`config.mk`:
```
export PLATFORM = sky130hd
export DESIGN_NAME = btn_debounce
export DESIGN_NICKNAME = d
export VERILOG_FILES = /design/src/rtl/btn_debounce_pkg.sv /design/src/rtl/btn_debounce_sync2.sv /design/src/rtl/btn_debounce.sv
export SDC_FILE = /design/constraint.sdc
export NUM_CORES = 1
export LEC_CHECK = 0
export ABC_AREA = 1
export CAP_MARGIN = 20
export CORE_MARGIN = 2
export CORE_UTILIZATION = 39
export DETAILED_ROUTE_END_ITERATION = 8
export GPL_TIMING_DRIVEN = 0
export PLACE_DENSITY_LB_ADDON = 0.25
export RECOVER_POWER = 25
export SETUP_SLACK_MARGIN = 0.15
export SLEW_MARGIN = 20
export SYNTH_ARGS = -nofsm -noshare
export SYNTH_HDL_FRONTEND = slang
export SYNTH_SLANG_ARGS = --single-unit
```
`constraint.sdc`:
```
create_clock -name Clk -period 2.74 [get_ports Clk]
set_input_delay 0.548 -clock Clk [delete_from_list [all_inputs] [get_ports Clk]]
set_output_delay 0.548 -clock Clk [all_outputs]
set_load 0.05 [all_outputs]
```
`src/rtl/btn_debounce_pkg.sv`:
```
// btn_pkg: definitions shared by the button debouncer and anything that
// probes it.
//
// Contents:
//   btn_state_t : the 2-bit debouncer state encoding. The values are fixed
//                 so that benches and debug logic can decode the state
//                 register directly.
package btn_pkg;

    typedef enum logic [1:0] {
        IDLE         = 2'd0,
        PRESS_WAIT   = 2'd1,
        PRESSED      = 2'd2,
        RELEASE_WAIT = 2'd3
    } btn_state_t;

endpackage : btn_pkg

```
`src/rtl/btn_debounce_sync2.sv`:
```
// sync2: two-flop synchronizer for a single asynchronous board input.
// It is reusable for any slow board-level signal.
//
// Ports:
//   Clk : destination clock
//   Rst : synchronous active-high reset; both flops clear to 0
//   d   : asynchronous input
//   q   : synchronized copy of d, delayed by two Clk edges
module sync2 (
    input  logic Clk,
    input  logic Rst,
    input  logic d,
    output logic q
);

    logic meta_reg;
    logic sync_reg;

    always_ff @(posedge Clk) begin
        if (Rst) begin
            meta_reg <= 1'b0;
            sync_reg <= 1'b0;
        end else begin
            meta_reg <= d;
            sync_reg <= meta_reg;
        end
    end

    assign q = sync_reg;

endmodule : sync2

```
`src/rtl/btn_debounce.sv`:
```
// btn_debounce: turns a raw push-button line into clean synchronous
// controls. It provides a debounced level, one-cycle press and release
// strobes, and a long-press indication.
//
// Parameters:
//   DB_BITS   : the input must be stable for 2^DB_BITS cycles before a
//               change of level is accepted
//   LONG_BITS : the long press fires after 2^LONG_BITS further cycles held
//
// Ports:
//   Clk          : single clock
//   Rst          : synchronous active-high reset
//   BtnIn        : raw asynchronous active-high button
//   Level        : debounced button state
//   PressPulse   : one-cycle strobe on an accepted press
//   ReleasePulse : one-cycle strobe on an accepted release
//   LongPulse    : one-cycle strobe when the long-press threshold is reached
//   LongHeld     : high from LongPulse until the accepted release
module btn_debounce
    import btn_pkg::*;
#(
    parameter int DB_BITS   = 20,
    parameter int LONG_BITS = 24
) (
    input  logic Clk,
    input  logic Rst,
    input  logic BtnIn,
    output logic Level,
    output logic PressPulse,
    output logic ReleasePulse,
    output logic LongPulse,
    output logic LongHeld
);

    logic                 s;
    btn_state_t           state_reg;
    logic [DB_BITS-1:0]   db_cnt_reg;
    logic [LONG_BITS-1:0] long_cnt_reg;

    sync2 u_sync (
        .Clk (Clk),
        .Rst (Rst),
        .d   (BtnIn),
        .q   (s)
    );

    always_ff @(posedge Clk) begin
        if (Rst) begin
            // A reset during a press intentionally produces no release strobe.
            state_reg    <= IDLE;
            db_cnt_reg   <= '0;
            long_cnt_reg <= '0;
            Level        <= 1'b0;
            PressPulse   <= 1'b0;
            ReleasePulse <= 1'b0;
            LongPulse    <= 1'b0;
            LongHeld     <= 1'b0;
        end else begin
            PressPulse   <= 1'b0;
            ReleasePulse <= 1'b0;
            LongPulse    <= 1'b0;

            case (state_reg)
                IDLE: begin
                    if (s) begin
                        state_reg  <= PRESS_WAIT;
                        db_cnt_reg <= '0;
                    end
                end

                PRESS_WAIT: begin
                    if (!s) begin
                        state_reg <= IDLE;
                    end else if (&db_cnt_reg) begin
                        state_reg    <= PRESSED;
                        Level        <= 1'b1;
                        PressPulse   <= 1'b1;
                        long_cnt_reg <= '0;
                    end else begin
                        db_cnt_reg <= db_cnt_reg + 1'b1;
                    end
                end

                PRESSED: begin
                    // A release takes priority over the long threshold. The
                    // long counter keeps its value so that a bounce-rejected
                    // release resumes the count instead of restarting it.
                    if (!s) begin
                        state_reg  <= RELEASE_WAIT;
                        db_cnt_reg <= '0;
                    end else if (&long_cnt_reg) begin
                        // The counter saturates here. LongHeld makes the
                        // strobe fire only once per press.
                        if (!LongHeld) begin
                            LongPulse <= 1'b1;
                            LongHeld  <= 1'b1;
                        end
                    end else begin
                        long_cnt_reg <= long_cnt_reg + 1'b1;
                    end
                end

                RELEASE_WAIT: begin
                    if (s) begin
                        state_reg <= PRESSED;
                    end else if (&db_cnt_reg) begin
                        state_reg    <= IDLE;
                        Level        <= 1'b0;
                        ReleasePulse <= 1'b1;
                        LongHeld     <= 1'b0;
                        long_cnt_reg <= '0;
                    end else begin
                        db_cnt_reg <= db_cnt_reg + 1'b1;
                    end
                end

                default: state_reg <= IDLE;
            endcase
        end
    end

endmodule : btn_debounce

```
==> flow_summary_export.csv, run 1 <==
group,metric,value,unit
place,preCtsSetupSlack,0.4625,ns
timing,hold_viol_final,0,
pwr,leakagePower,0.001306,uW
timing,slew_viol_final,0,
place,hpwl,5873,um
pwr,power_switching,303.7,uW
worst_setup_path,cp_common_cell,"nor2_1",
clocking,clkSinkCount,53,
timing,fin_crit,2.148,ns
place,dp_cells,649,
timing,setup_viol,0,
cells_and_area,nets,556,
detailed_routing,ant_nets,0,
worst_setup_path,rrSetupSlack,0.59,ns
cells_and_area,drive_gt1_share,7.246,%
worst_setup_path,worst_ep_arrival_time,2.33,ns
floorplan,die_area,9265,um^2
worst_setup_path,critPathSlowestCell,"dfxtp_1",
pwr,swShare,23.52,%
global_route,met2_usage,32.58,%
cells_and_area,mostFrequentLayoutCell,"nand2_1",
worst_setup_path,worstSetupPathType,"reg2reg",
run,drv_cap,0,
clocking,cts_resized,0,
timing,hold_slack,0.4173,ns
clocking,clk_pin_slew,0.10,ns
status,outcome,"complete, no violations",
floorplan,io_pins,8,
pwr,power.share.combinational,3.1,%
logic_synthesis,synthesis.area,3319,um^2
detailed_routing,firstDrtPassIters,5,
clocking,clk_latency,0.31,ns
timing,setup_ws,0.5921,ns
worst_setup_path,critPathBufInv,2,
logic_synthesis,synth_area_per_cell,6.181,um^2
timing,setup_tns,0,ns
cells_and_area,fin_util,43.84,%
floorplan,dieWidth,96.26,um
floorplan,start_util,40.40,%
timing,tightest_slew,0.5749,ns
clocking,cts_setup_buffers,0,
global_route,grt_max_degree,17,
clocking,htreeDepth,2,
global_route,grt-ovfl-total,0,
timing,max_slew_margin,61.67,%
logic_synthesis,yosysSeqAreaShare,31.96,%
global_route,gr-usage-all-layers,18.46,%
cells_and_area,syn_to_final_growth,8.519,%
place,port_buffers,7,
logic_synthesis,synth_seq_cells,53,
pwr,p_clk_share,37.1,%
floorplan,die_h,96.26,um
global_route,grtUsageMet3,3.054,%
global_route,grt_pass1_vias,3076,
logic_synthesis,synth_nets,542,
logic_synthesis,yosysWarnings,0,
global_route,grt_antenna_before_repair,0,
pwr,p_seq_share,59.9,%
worst_setup_path,path_cells,"ha_1 -> inv_1 -> nor2_1 -> nand2_1 -> nor2_8 -> nand3_4 -> nand2_2 -> buf_4 -> nor2_1 -> nor2_1 -> nor2_1",
detailed_routing,via_count,3276,
timing,timing.final.crit_share,78.39,%
cells_and_area,largest_register_ffs,24,
clocking,clk_root_buffer_cell,"clkbuf_8",
logic_synthesis,syn_inst,537,
timing,rsz0062_at_grt,"false",
worst_setup_path,critical-path-top-delay-family,"simple AND/OR/NAND/NOR gates",
worst_setup_path,cp.required,2.92,ns
worst_setup_path,worst_setup_path_end_kind,"flop",
floorplan,fp.coreArea,8217,um^2
timing,finClkSkew,0.005911,ns
detailed_routing,wl_per_cell,11.98,um
detailed_routing,drc,0,
place,gp_congestion,0.8705,
timing,clock.fmax,465.6,MHz
global_route,globalRouteMet1Util,22.62,%
logic_synthesis,synth_cell_types,36,
cells_and_area,fillers,903,
clocking,clockBufferDepth,2,
clocking,cts_hold_buf,0,
worst_hold_path,min_path_type,"reg2reg",
cells_and_area,mostFrequentLayoutCells,"157 x nand2_1, 105 x nor2_1, 58 x inv_1",
floorplan,row_count,33,
worst_setup_path,critPathMaxStageDelay,0.41,ns
global_route,grt.busiest_layer,"met2",
cells_and_area,fin_cells,657,
detailed_routing,avgViaCountPerCell,4.986,
pwr,ir_worst_vdd,0.0001943,V
detailed_routing,wirelength,7868,um
global_route,grt_pass1_wl,13620,um
clocking,cts_inserted_buffers,5,
worst_setup_path,cp-start-kind,"flop",
pwr,power_density,358.5,nW/um^2
pwr,p_int,987.6,uW
cells_and_area,antenna_cells,0,
clocking,cts_tree,"yes",
detailed_routing,drtIter0Drc,144,
worst_setup_path,path_max_fanout,10,
==> cells in the mapped netlist <==
library cell / count / area share (%)
nand2_1: 156 / 18
nor2_1: 104 / 12
inv_1: 58 / 6.6
dfxtp_1: 53 / 32
nand3_1: 48 / 7.2
a21oi_1: 24 / 3.6
nand4_1: 15 / 2.8
nor3_1: 11 / 1.7
o21ai_0: 11 / 1.7
nor2_4: 6 / 2.0
buf_6: 5 / 1.7
clkbuf_1: 5 / 0.57
nand2_2: 4 / 0.75
xor2_1: 4 / 1.1
nand2_4: 3 / 1.0
nor2_2: 3 / 0.57
buf_2: 2 / 0.30
buf_4: 2 / 0.45
ha_1: 2 / 0.75
nand3_4: 2 / 1.1
nand3b_1: 2 / 0.45
o31ai_1: 2 / 0.45
xnor2_1: 2 / 0.53
and2_1: 1 / 0.19
buf_1: 1 / 0.11
clkinv_1: 1 / 0.11
inv_2: 1 / 0.11
inv_4: 1 / 0.19
nand3_2: 1 / 0.30
nand4_4: 1 / 0.64
nor2_8: 1 / 0.60
nor3_2: 1 / 0.30
nor3b_1: 1 / 0.23
nor4_1: 1 / 0.19
o21bai_1: 1 / 0.23
or2_2: 1 / 0.19
==> tightest hold or removal path, cell delays in order (launching register included) <==
cell	delay [ns]
dfxtp_1	0.31
inv_1	0.05
nor2_1	0.03
==> worst paths after layout <==
kind / depth (start not counted) / to / startpoint
worst max-delay path: 11 / db_cnt_reg[13]$_SDFFE_PP0P_ / db_cnt_reg[0]$_SDFFE_PP0P_
worst min-delay path: 2 / u_sync.q$_SDFF_PP0_ / u_sync.meta_reg$_SDFF_PP0_
worst max register to register: 11 / db_cnt_reg[13]$_SDFFE_PP0P_ / db_cnt_reg[0]$_SDFFE_PP0P_
worst min register to register: 2 / u_sync.q$_SDFF_PP0_ / u_sync.meta_reg$_SDFF_PP0_
==> power by group through the flow <==
stage	Combinational (uW)	Sequential [uW]	Clock, uW
after global routing	44.4	774	517
after CTS	40.4	773	493
after global placement	40.3	791	0
after detailed placement	40.5	791	0
after floorplan	25.8	791	0
final	39.4	773	479
==> stage by stage <==
step / instance area, um^2 / power [uW]
after floorplan: 3319 / 816.3
after global placement: 3521 / 831.1
after detailed placement: 3521 / 831.4
after CTS: 3617 / 1307
after global routing: 3602 / 1335
final: 3602 / 1291
==> logic make-up after synthesis <==
kind of cell	share of synthesized area, %
and+or+nand+nor	49.64
buffers and inverters	10.10
DFF	31.96
AOI/OAI and AO/OA	5.956
xor gates and xnor gates	1.583
adders and majority gates	0.7537
==> cell type report <==
cell class	instances	area [um^2]	share of cell area [%]
inverter	61	231.5	6.426
sequential	53	1061	29.45
multi-input combinational	408	1908	52.97
tap	105	131.4	3.647
buffer	15	103.9	2.883
clock inverter	2	13.76	0.3821
timing repair buffer	7	70.07	1.945
clock buffer	6	82.58	2.292
==> per-layer routing <==
metal | vias up | share of wire, %
met1 | 1487 | 46
met3 | 11 | 2.9
met5 | - | 0
li1 | 1724 | -
met4 | 0 | 1.3
met2 | 54 | 50
Power figures use the tool's default switching activity.
==> inputs of run 2 (changes only) <==
==> constraint.sdc (replaced) <==
create_clock -name Clk -period 2.2 [get_ports Clk]
set_input_delay 0.44 -clock Clk [delete_from_list [all_inputs] [get_ports Clk]]
set_output_delay 0.44 -clock Clk [all_outputs]
set_load 0.05 [all_outputs]
==> flow_summary_export.csv, run 2 (synthesis results as in run 1) <==
group,metric,value,unit
status,outcome,"complete, no violations",
cells_and_area,nets,560,
global_route,gr-usage-all-layers,18.46,%
cells_and_area,mostFrequentLayoutCell,"nand2_1",
cells_and_area,syn_to_final_growth,9.913,%
clocking,cts_inserted_buffers,5,
clocking,htreeDepth,2,
timing,timing.final.crit_share,87.29,%
timing,slew_viol_final,0,
floorplan,die_h,96.26,um
global_route,grt-ovfl-total,0,
timing,hold_viol_final,0,
cells_and_area,antenna_cells,0,
timing,clock.fmax,520.7,MHz
worst_setup_path,worstSetupPathType,"in2reg",
clocking,cts_tree,"yes",
timing,finClkSkew,0.005382,ns
worst_setup_path,rrSetupSlack,0.30,ns
clocking,clk_root_buffer_cell,"clkbuf_8",
clocking,clk_latency,0.31,ns
clocking,clk_pin_slew,0.10,ns
cells_and_area,mostFrequentLayoutCells,"157 x nand2_1, 103 x nor2_1, 58 x inv_1",
global_route,grt_pass1_wl,13620,um
floorplan,start_util,40.40,%
timing,tightest_slew,0.5898,ns
timing,setup_ws,0.2796,ns
worst_setup_path,cp.required,2.45,ns
worst_setup_path,worst_ep_arrival_time,2.17,ns
detailed_routing,wirelength,7921,um
timing,setup_tns,0,ns
floorplan,row_count,33,
cells_and_area,fin_util,44.40,%
floorplan,io_pins,8,
detailed_routing,wl_per_cell,11.98,um
detailed_routing,firstDrtPassIters,4,
cells_and_area,fillers,900,
worst_setup_path,worst_setup_path_end_kind,"flop",
clocking,clockBufferDepth,2,
global_route,grt_pass1_vias,3076,
global_route,grt_antenna_before_repair,0,
worst_setup_path,critPathMaxStageDelay,0.59,ns
worst_setup_path,critPathSlowestCell,"dlygate4sd3_1",
floorplan,fp.coreArea,8217,um^2
place,port_buffers,7,
clocking,clkSinkCount,53,
worst_setup_path,path_cells,"dlygate4sd3_1 -> inv_1 -> clkbuf_1 -> buf_1 -> nand2_1 -> nor2_1",
pwr,leakagePower,0.001345,uW
floorplan,dieWidth,96.26,um
pwr,power_density,442.1,nW/um^2
cells_and_area,largest_register_ffs,24,
timing,fin_crit,1.920,ns
run,drv_cap,0,
place,gp_congestion,0.8705,
worst_setup_path,critical-path-top-delay-family,"buffers and inverters",
floorplan,die_area,9265,um^2
worst_setup_path,critPathBufInv,4,
detailed_routing,drtIter0Drc,177,
timing,setup_viol,0,
worst_hold_path,min_path_type,"reg2reg",
place,preCtsSetupSlack,0.03048,ns
worst_setup_path,cp-start-kind,"input port",
detailed_routing,ant_nets,0,
timing,max_slew_margin,60.68,%
detailed_routing,drc,0,
cells_and_area,drive_gt1_share,8.453,%
detailed_routing,via_count,3267,
detailed_routing,avgViaCountPerCell,4.943,
place,hpwl,5873,um
worst_setup_path,path_max_fanout,10,
global_route,grt_max_degree,17,
pwr,ir_worst_vdd,0.0002412,V
clocking,cts_hold_buf,0,
timing,rsz0062_at_grt,"false",
## run 2: cell types whose count changed in the layout (fill, tap and decap cells not counted)
cell	previous run	this run
nor2_1	105	103
nor2_4	5	6
dfxtp_1	53	52
buf_4	2	6
nand2_4	2	3
dfxtp_2	0	1
nor2_2	3	4
nand2_2	4	3
## run 2: path summary, 6_finish.rpt
path,from,end,cells after the start
setup / recovery,Rst,long_cnt_reg[19]$_SDFFE_PP0P_,6
hold / removal,u_sync.meta_reg$_SDFF_PP0_,u_sync.q$_SDFF_PP0_,2
setup reg to reg,long_cnt_reg[0]$_SDFFE_PP0P_,long_cnt_reg[3]$_SDFFE_PP0P_,11
hold reg to reg,u_sync.meta_reg$_SDFF_PP0_,u_sync.q$_SDFF_PP0_,2
## run 2: what timing repair did
action | CTS | global route
setup endpoints to repair | 0 | 6
setup buffers | 0 | 4
resized for setup | 0 | 2
## run 2: metal layers
layer	GRT usage [%]	share of wire [%]	vias to the layer above
li1	-	-	1733
met1	22.62	46	1475
met2	32.58	50	48
met3	3.054	2.8	11
met4	6.190	1.4	0
met5	0	0	-
## run 2: worst min-delay path, stage by stage, from the launching register on
cell	delay [ns]
dfxtp_1	0.31
inv_1	0.05
nor2_1	0.03
## run 2: area by class of cell
type / count / area, um^2 / area share, %
Multi-Input combinational cell: 408 / 1923 / 52.71
Sequential cell: 53 / 1062 / 29.12
Tap cell: 105 / 131.4 / 3.601
Timing Repair Buffer: 11 / 100.1 / 2.743
Clock buffer: 6 / 82.58 / 2.263
Clock inverter: 2 / 13.76 / 0.3772
Inverter: 61 / 231.5 / 6.344
Buffer: 15 / 103.9 / 2.846
## run 2: power by group
group | internal, uW | switching, uW | leakage (uW) | total (uW)
clock network | 256 | 345 | 0.0000512 | 601
logic | 12.5 | 36.4 | 0.000866 | 48.9
registers | 961 | 1.83 | 0.000428 | 963
total | 1230 | 383 | 0.00135 | 1610
## run 2: through the flow
stage,instances,power [uW],hold slack [ns],area (um^2)
after global placement,649,1035,0.3972,3521
final,661,1613,0.4174,3649
after CTS,657,1628,0.4166,3617
after floorplan,537,1017,0.3883,3319
after detailed placement,649,1035,0.4015,3521
after global routing,661,1663,0.4461,3649
